## config.mk

```make
export PLATFORM = sky130hd
export DESIGN_NAME = lse_div
export DESIGN_NICKNAME = d
export VERILOG_FILES = /design/src/rtl/lse_div.sv
export SDC_FILE = /design/constraint.sdc
export NUM_CORES = 1
export LEC_CHECK = 0
export BUFFER_PORTS_ARGS = -buffer_cell sky130_fd_sc_hd__buf_2
export CAP_MARGIN = 0
export CORE_UTILIZATION = 57
export CTS_CLUSTER_DIAMETER = 120
export DETAILED_ROUTE_END_ITERATION = 10
export GPL_TIMING_DRIVEN = 0
export PLACE_DENSITY = 0.8
export SETUP_SLACK_MARGIN = 0.2
export SYNTH_ARGS = -nofsm -noshare
export SYNTH_HDL_FRONTEND = slang
export SYNTH_SLANG_ARGS = --single-unit
export TNS_END_PERCENT = 5
```

## constraint.sdc

```tcl
create_clock -name i_clk -period 10 [get_ports i_clk]
set_clock_uncertainty 0.2 [all_clocks]
set_input_delay 0.5 -clock i_clk [delete_from_list [all_inputs] [get_ports i_clk]]
set_output_delay 0.5 -clock i_clk [all_outputs]
set_load 0.01 [all_outputs]
```

## src/rtl/lse_div.sv

```systemverilog
// ---------------------------------------------------------------------------
// lse_div -- log-space divider.
//
// Numbers are logarithms held as two's complement values. The most-negative
// code (NEG_INF) stands for log(0). Dividing in linear space is the same as
// subtracting in log space: log(a/b) = a - b. The finite result is clamped
// into [MIN_FIN, MAX_POS] so that it never collides with the NEG_INF code.
//
// Pipeline: S1 registers the operands and the (WIDTH+1)-bit difference.
// S2 registers the clamped result and its flags. Both stages use
// valid/ready handshakes with full throughput.
//
// Ports
//   i_clk        clock, rising edge
//   i_rst        asynchronous active-high reset
//   i_valid      operand pair valid
//   o_ready      an operand pair can be accepted this cycle
//   i_operand_a  dividend (log space)
//   i_operand_b  divisor  (log space)
//   o_valid      result valid
//   i_ready      downstream takes the result this cycle
//   o_result     quotient (log space), zero when o_valid is low
//   o_div_zero   divisor was NEG_INF
//   o_sat        finite difference was clamped
//   o_dz_count   saturating count of delivered divide-by-zero results
// ---------------------------------------------------------------------------
module lse_div #(
    parameter int WIDTH = 24,
    parameter int CNT_W = 8
) (
    input  logic             i_clk,
    input  logic             i_rst,
    input  logic             i_valid,
    output logic             o_ready,
    input  logic [WIDTH-1:0] i_operand_a,
    input  logic [WIDTH-1:0] i_operand_b,
    output logic             o_valid,
    input  logic             i_ready,
    output logic [WIDTH-1:0] o_result,
    output logic             o_div_zero,
    output logic             o_sat,
    output logic [CNT_W-1:0] o_dz_count
);

    localparam logic [WIDTH-1:0] NEG_INF = {1'b1, {(WIDTH-1){1'b0}}};
    localparam logic [WIDTH-1:0] MAX_POS = {1'b0, {(WIDTH-1){1'b1}}};
    localparam logic [WIDTH-1:0] MIN_FIN = {1'b1, {(WIDTH-2){1'b0}}, 1'b1};
    localparam logic [CNT_W-1:0] CNT_MAX = {CNT_W{1'b1}};
    localparam logic [CNT_W-1:0] CNT_ONE = {{(CNT_W-1){1'b0}}, 1'b1};

    // Returns {div_zero, sat, result} for one operand pair and its difference.
    function automatic logic [WIDTH+1:0] quot_calc(
        input logic [WIDTH-1:0] a,
        input logic [WIDTH-1:0] b,
        input logic [WIDTH:0]   diff
    );
        logic [WIDTH-1:0] res;
        logic             dz;
        logic             sat;
        res = diff[WIDTH-1:0];
        dz  = 1'b0;
        sat = 1'b0;
        if (b == NEG_INF) begin
            dz  = 1'b1;
            res = (a == NEG_INF) ? NEG_INF : MAX_POS;
        end else if (a == NEG_INF) begin
            res = NEG_INF;
        end else if (diff[WIDTH:WIDTH-1] == 2'b01) begin
            // Difference reached +2^(W-1) or above.
            res = MAX_POS;
            sat = 1'b1;
        end else if ((diff[WIDTH:WIDTH-1] == 2'b10) || (diff == {1'b1, NEG_INF})) begin
            // Difference at or below -2^(W-1): that includes the NEG_INF code itself.
            res = MIN_FIN;
            sat = 1'b1;
        end else begin
            res = diff[WIDTH-1:0];
        end
        return {dz, sat, res};
    endfunction

    logic             s1_valid_r;
    logic [WIDTH-1:0] s1_a_r;
    logic [WIDTH-1:0] s1_b_r;
    logic [WIDTH:0]   s1_diff_r;

    logic             s2_valid_r;
    logic [WIDTH-1:0] s2_result_r;
    logic             s2_dz_r;
    logic             s2_sat_r;
    logic [CNT_W-1:0] dz_cnt_r;

    logic             in_xfer_s;
    logic             out_xfer_s;
    logic             s2_load_s;
    logic [WIDTH:0]   diff_s;
    logic [WIDTH+1:0] calc_s;

    assign o_ready    = !s1_valid_r || !s2_valid_r || i_ready;
    assign in_xfer_s  = i_valid && o_ready;
    assign out_xfer_s = s2_valid_r && i_ready;
    assign s2_load_s  = s1_valid_r && (!s2_valid_r || out_xfer_s);
    assign diff_s     = {i_operand_a[WIDTH-1], i_operand_a} - {i_operand_b[WIDTH-1], i_operand_b};
    assign calc_s     = quot_calc(s1_a_r, s1_b_r, s1_diff_r);

    // Stage 1: capture operands and their sign-extended difference.
    always_ff @(posedge i_clk or posedge i_rst) begin
        if (i_rst) begin
            s1_valid_r <= 1'b0;
            s1_a_r     <= {WIDTH{1'b0}};
            s1_b_r     <= {WIDTH{1'b0}};
            s1_diff_r  <= {(WIDTH+1){1'b0}};
        end else if (in_xfer_s) begin
            s1_valid_r <= 1'b1;
            s1_a_r     <= i_operand_a;
            s1_b_r     <= i_operand_b;
            s1_diff_r  <= diff_s;
        end else if (s2_load_s) begin
            s1_valid_r <= 1'b0;
        end else begin
            s1_valid_r <= s1_valid_r;
        end
    end

    // Stage 2: clamped result and flags; cleared when drained so idle outputs read zero.
    always_ff @(posedge i_clk or posedge i_rst) begin
        if (i_rst) begin
            s2_valid_r  <= 1'b0;
            s2_result_r <= {WIDTH{1'b0}};
            s2_dz_r     <= 1'b0;
            s2_sat_r    <= 1'b0;
        end else if (s2_load_s) begin
            s2_valid_r  <= 1'b1;
            s2_result_r <= calc_s[WIDTH-1:0];
            s2_sat_r    <= calc_s[WIDTH];
            s2_dz_r     <= calc_s[WIDTH+1];
        end else if (out_xfer_s) begin
            s2_valid_r  <= 1'b0;
            s2_result_r <= {WIDTH{1'b0}};
            s2_dz_r     <= 1'b0;
            s2_sat_r    <= 1'b0;
        end else begin
            s2_valid_r  <= s2_valid_r;
        end
    end

    // Divide-by-zero event counter, counts delivered results and sticks at all-ones.
    always_ff @(posedge i_clk or posedge i_rst) begin
        if (i_rst) begin
            dz_cnt_r <= {CNT_W{1'b0}};
        end else if (out_xfer_s && s2_dz_r && (dz_cnt_r != CNT_MAX)) begin
            dz_cnt_r <= dz_cnt_r + CNT_ONE;
        end else begin
            dz_cnt_r <= dz_cnt_r;
        end
    end

    assign o_valid    = s2_valid_r;
    assign o_result   = s2_result_r;
    assign o_div_zero = s2_dz_r;
    assign o_sat      = s2_sat_r;
    assign o_dz_count = dz_cnt_r;

endmodule

```

==> impl_metrics.env <==
export IMPL_cts_buffers=9
export IMPL_internal_power_uw=751.7
export IMPL_ys_seq_elements=109
export IMPL_dieHeight_um=102.8
export IMPL_drtPass1Iterations=5
export IMPL_clk_pin_slew_worst_paths_ns=0.11
export IMPL_htreeDepth=3
export IMPL_status="finished clean"
export IMPL_setup_viol=0
export IMPL_rsz0062_at_grt="false"
export IMPL_r2r_start="s1_a_r[1]$_DFFE_PP0P_"
export IMPL_cts_tree="done"
export IMPL_clk_latency_ns=0.39
export IMPL_finalPower_mw=1.146
export IMPL_route_detailed_drc=0
export IMPL_grt_start_max_net_pins=65
export IMPL_grt_pass1_wl_um=22550
export IMPL_synthCells=625
export IMPL_p_clk_frac=0.234
export IMPL_syn_to_final_growth_pct=14.42
export IMPL_synth_main_ff_cell="dfrtp_1"
export IMPL_path_max_fanout=10
export IMPL_cp_cell_sequence="nor4_1 > nand4_1 > nor2_1 > or2_2 > a21oi_2 > buf_2 > a221o_1"
export IMPL_routabilityCongestion=0.9348
export IMPL_power_leakage_nw=3.203
export IMPL_fill_cells=809
export IMPL_hold_viol=0
export IMPL_required_ns=10.08
export IMPL_finalMaxSlewViolations=0
export IMPL_min_period_ns=2.585
export IMPL_worstHoldStart="i_operand_a[11]"
export IMPL_holdPathStages=3
export IMPL_seqPwrFrac=0.505
export IMPL_fin_crit_sh=0.2585
export IMPL_ff2ff_path_depth=7
export IMPL_root_buffer="clkbuf_8"
export IMPL_ys_seq_area_frac=0.4714
export IMPL_via_count=5014
export IMPL_row_count=36
export IMPL_io_pins=88
export IMPL_setup_ws_ns=7.415
export IMPL_wirelength_um=14110
export IMPL_cts_resized=0
export IMPL_drt_iter0_drc=251
export IMPL_nets=803
export IMPL_fin_setup_tns_ns=0
export IMPL_synth_edf_count=0
export IMPL_end_kind="flip-flop"
export IMPL_core_sq_mm=0.009819
export IMPL_initial_core_util=0.5893
export IMPL_relSlewSlack=0.5299
export IMPL_dp_slack_ns=7.301
export IMPL_pwr_share_comb=0.261
export IMPL_cts_max_path_buffers=2
export IMPL_crit_start="s1_a_r[1]$_DFFE_PP0P_"
export IMPL_clock_sinks=109
export IMPL_wl_per_cell_um=16.34
export IMPL_cp_arrival_ns=2.66
export IMPL_critical_path_class="flip-flop to flip-flop"
export IMPL_worst_pin_slew_ns=0.6987
export IMPL_syn_num_nets=703
export IMPL_syn_avg_cell_area_sq_um=9.259
export IMPL_antenna_found_initial=0
export IMPL_post_cts_buffers=0
export IMPL_grt_pass1_vias=4544
export IMPL_drive_gt1_frac=0.1945
export IMPL_swShare=0.3439
export IMPL_drv_cap=0
export IMPL_async_reset_ff_frac=1.000
export IMPL_syn_area_sq_mm=0.005787
export IMPL_slowest_stage="nor4_1"
export IMPL_n_antenna_cell=0
export IMPL_place_hpwl_um=10950
export IMPL_timing_fmax_ghz=0.3869
export IMPL_hp_class="input pin to flip-flop"
export IMPL_synth_warnings=0
export IMPL_power_density_mw_per_mm2=173.0
export IMPL_die_w_um=102.8
export IMPL_overflow=0
export IMPL_vias_per_cell=5.810
export IMPL_vdd_drop_max_mv=0.08850
export IMPL_worst_setup_path_start_kind="flip-flop"
export IMPL_max_stage_delay_ns=0.64
export IMPL_ys_types=61
export IMPL_antenna_left=0
export IMPL_grtUsageTotal=0.2826
export IMPL_die_area_sq_mm=0.01056
export IMPL_power_switching_uw=394.1
export IMPL_port_buffers=87
## metrics by stage
step                std cells  utilization  cell area [sq um]  hold WS, ns
floorplan                 625            -               5787       0.2376
global route              863       0.6743               6621       0.1270
finish                    863       0.6743               6621       0.1157
CTS                       863       0.6743               6621       0.1106
global placement          845       0.6506               6389       0.2583
detailed placement        846       0.6537               6419       0.2638
## cell families (layout without fill, tap and decap cells)
logic type	after synthesis	after routing	share of synthesized area
and+or+nand+nor	243	243	0.1924
AOI/OAI and AO/OA	164	164	0.1961
DFF	109	109	0.4714
buffers and inverters	61	166	0.04865
adders and majority gates	26	26	0.05751
xor gates and xnor gates	20	20	0.03027
muxes	2	2	0.003676
## per-layer routing
| layer | up-vias | GRT usage | share of wire |
|---|---|---|---|
| li1 | 2412 | - | - |
| met4 | 0 | 0.09426 | 0.013 |
| met1 | 2424 | 0.4044 | 0.48 |
| met5 | - | 0 | 0 |
| met3 | 14 | 0.03458 | 0.045 |
| met2 | 164 | 0.4487 | 0.47 |
## layout make-up
type                            instances  area (sq um)  share of cell area
Buffer                                 30         165.2             0.02494
Multi-Input combinational cell        455          2778              0.4195
Tap cell                              133         166.4             0.02513
Clock inverter                          6         55.05            0.008314
Timing Repair Buffer                   89         473.0             0.07143
Sequential cell                       109          2728              0.4119
Clock buffer                           10         137.6             0.02079
Inverter                               31         118.9             0.01795
## power groups by stage
stage,Clock (mW),Sequential (mW),Combinational [mW]
2_1_floorplan,0,0.588,0.185
3_3_place_gp,0,0.584,0.287
3_5_place_dp,0,0.587,0.297
4_1_cts,0.270,0.578,0.299
5_1_grt,0.289,0.589,0.334
6_report,0.268,0.579,0.299
## worst max-delay path: cells and delay by family (launching register included)
kind / cells / cell delay [ns]
AOI/OAI and AO/OA: 2 / 0.34
buffers and inverters: 1 / 0.19
DFF: 1 / 0.42
and+or+nand+nor: 4 / 1.31
## path summary, 6_finish.rpt
check | slack (ns) | to
setup / recovery | 7.42 | o_result[2]$_DFFE_PP0P_
hold / removal | 0.12 | s1_a_r[11]$_DFFE_PP0P_
setup reg to reg | 7.42 | o_result[2]$_DFFE_PP0P_
hold reg to reg | 0.29 | o_sat$_DFFE_PP0P_
max in group asynchronous | 8.37 | s1_a_r[22]$_DFFE_PP0P_
min in group asynchronous | 0.52 | o_result[11]$_DFFE_PP0P_
## flip-flops by register name, summed over array words and instances (netlist names)
register / cells
s1_b_r: 24
s1_diff_r: 25
o_div_zero: 1
s1_valid_r: 1
s1_a_r: 24
o_result: 24
o_dz_count: 8
o_sat: 1
o_valid: 1
## synth_stat cells, drive strengths merged, types with 3 or more instances
cell type / count / area share
nand2: 149 / 0.097
dfrtp: 109 / 0.47
o21ai: 67 / 0.059
inv: 31 / 0.020
a21oi: 30 / 0.032
ha: 25 / 0.054
a221o: 22 / 0.038
buf: 21 / 0.023
nor2: 16 / 0.010
nor4: 15 / 0.016
xnor2: 13 / 0.020
nand3: 11 / 0.0095
nand4: 11 / 0.012
nand2b: 10 / 0.011
clkbuf: 9 / 0.0058
o211ai: 8 / 0.010
and3: 7 / 0.0076
xor2: 7 / 0.011
o21a: 6 / 0.0078
nor3: 5 / 0.0052
a21o: 4 / 0.0052
a31oi: 4 / 0.0054
o21bai: 4 / 0.0052
o31ai: 4 / 0.0061
or3: 4 / 0.0043
a221oi: 3 / 0.0067
and2: 3 / 0.0032
nor4b: 3 / 0.0045
## cells in the final DEF, fill, tap and decap left out, types with 5 or more instances in the layout
cell type / count
a21oi_1: 23
nor2_1: 16
dfrtp_1: 109
nand2_1: 148
xnor2_1: 13
buf_1: 5
inv_1: 30
o21ai_0: 59
o21ai_1: 6
ha_1: 25
xor2_1: 7
a221o_1: 22
and3_1: 7
nand3_1: 11
nand2b_1: 10
o21a_1: 6
a21oi_2: 6
nand4_1: 11
buf_2: 96
nor4_1: 15
o211ai_1: 8
clkbuf_8: 10
clkbuf_1: 9
## repair_timing
| action | CTS | global route |
|---|---|---|
| setup endpoints to repair | 0 | 0 |
| hold buffers | 1 | 0 |
| endpoints found under the hold margin | 20 | 0 |
No activity file was read; power rests on OpenSTA's default activity.
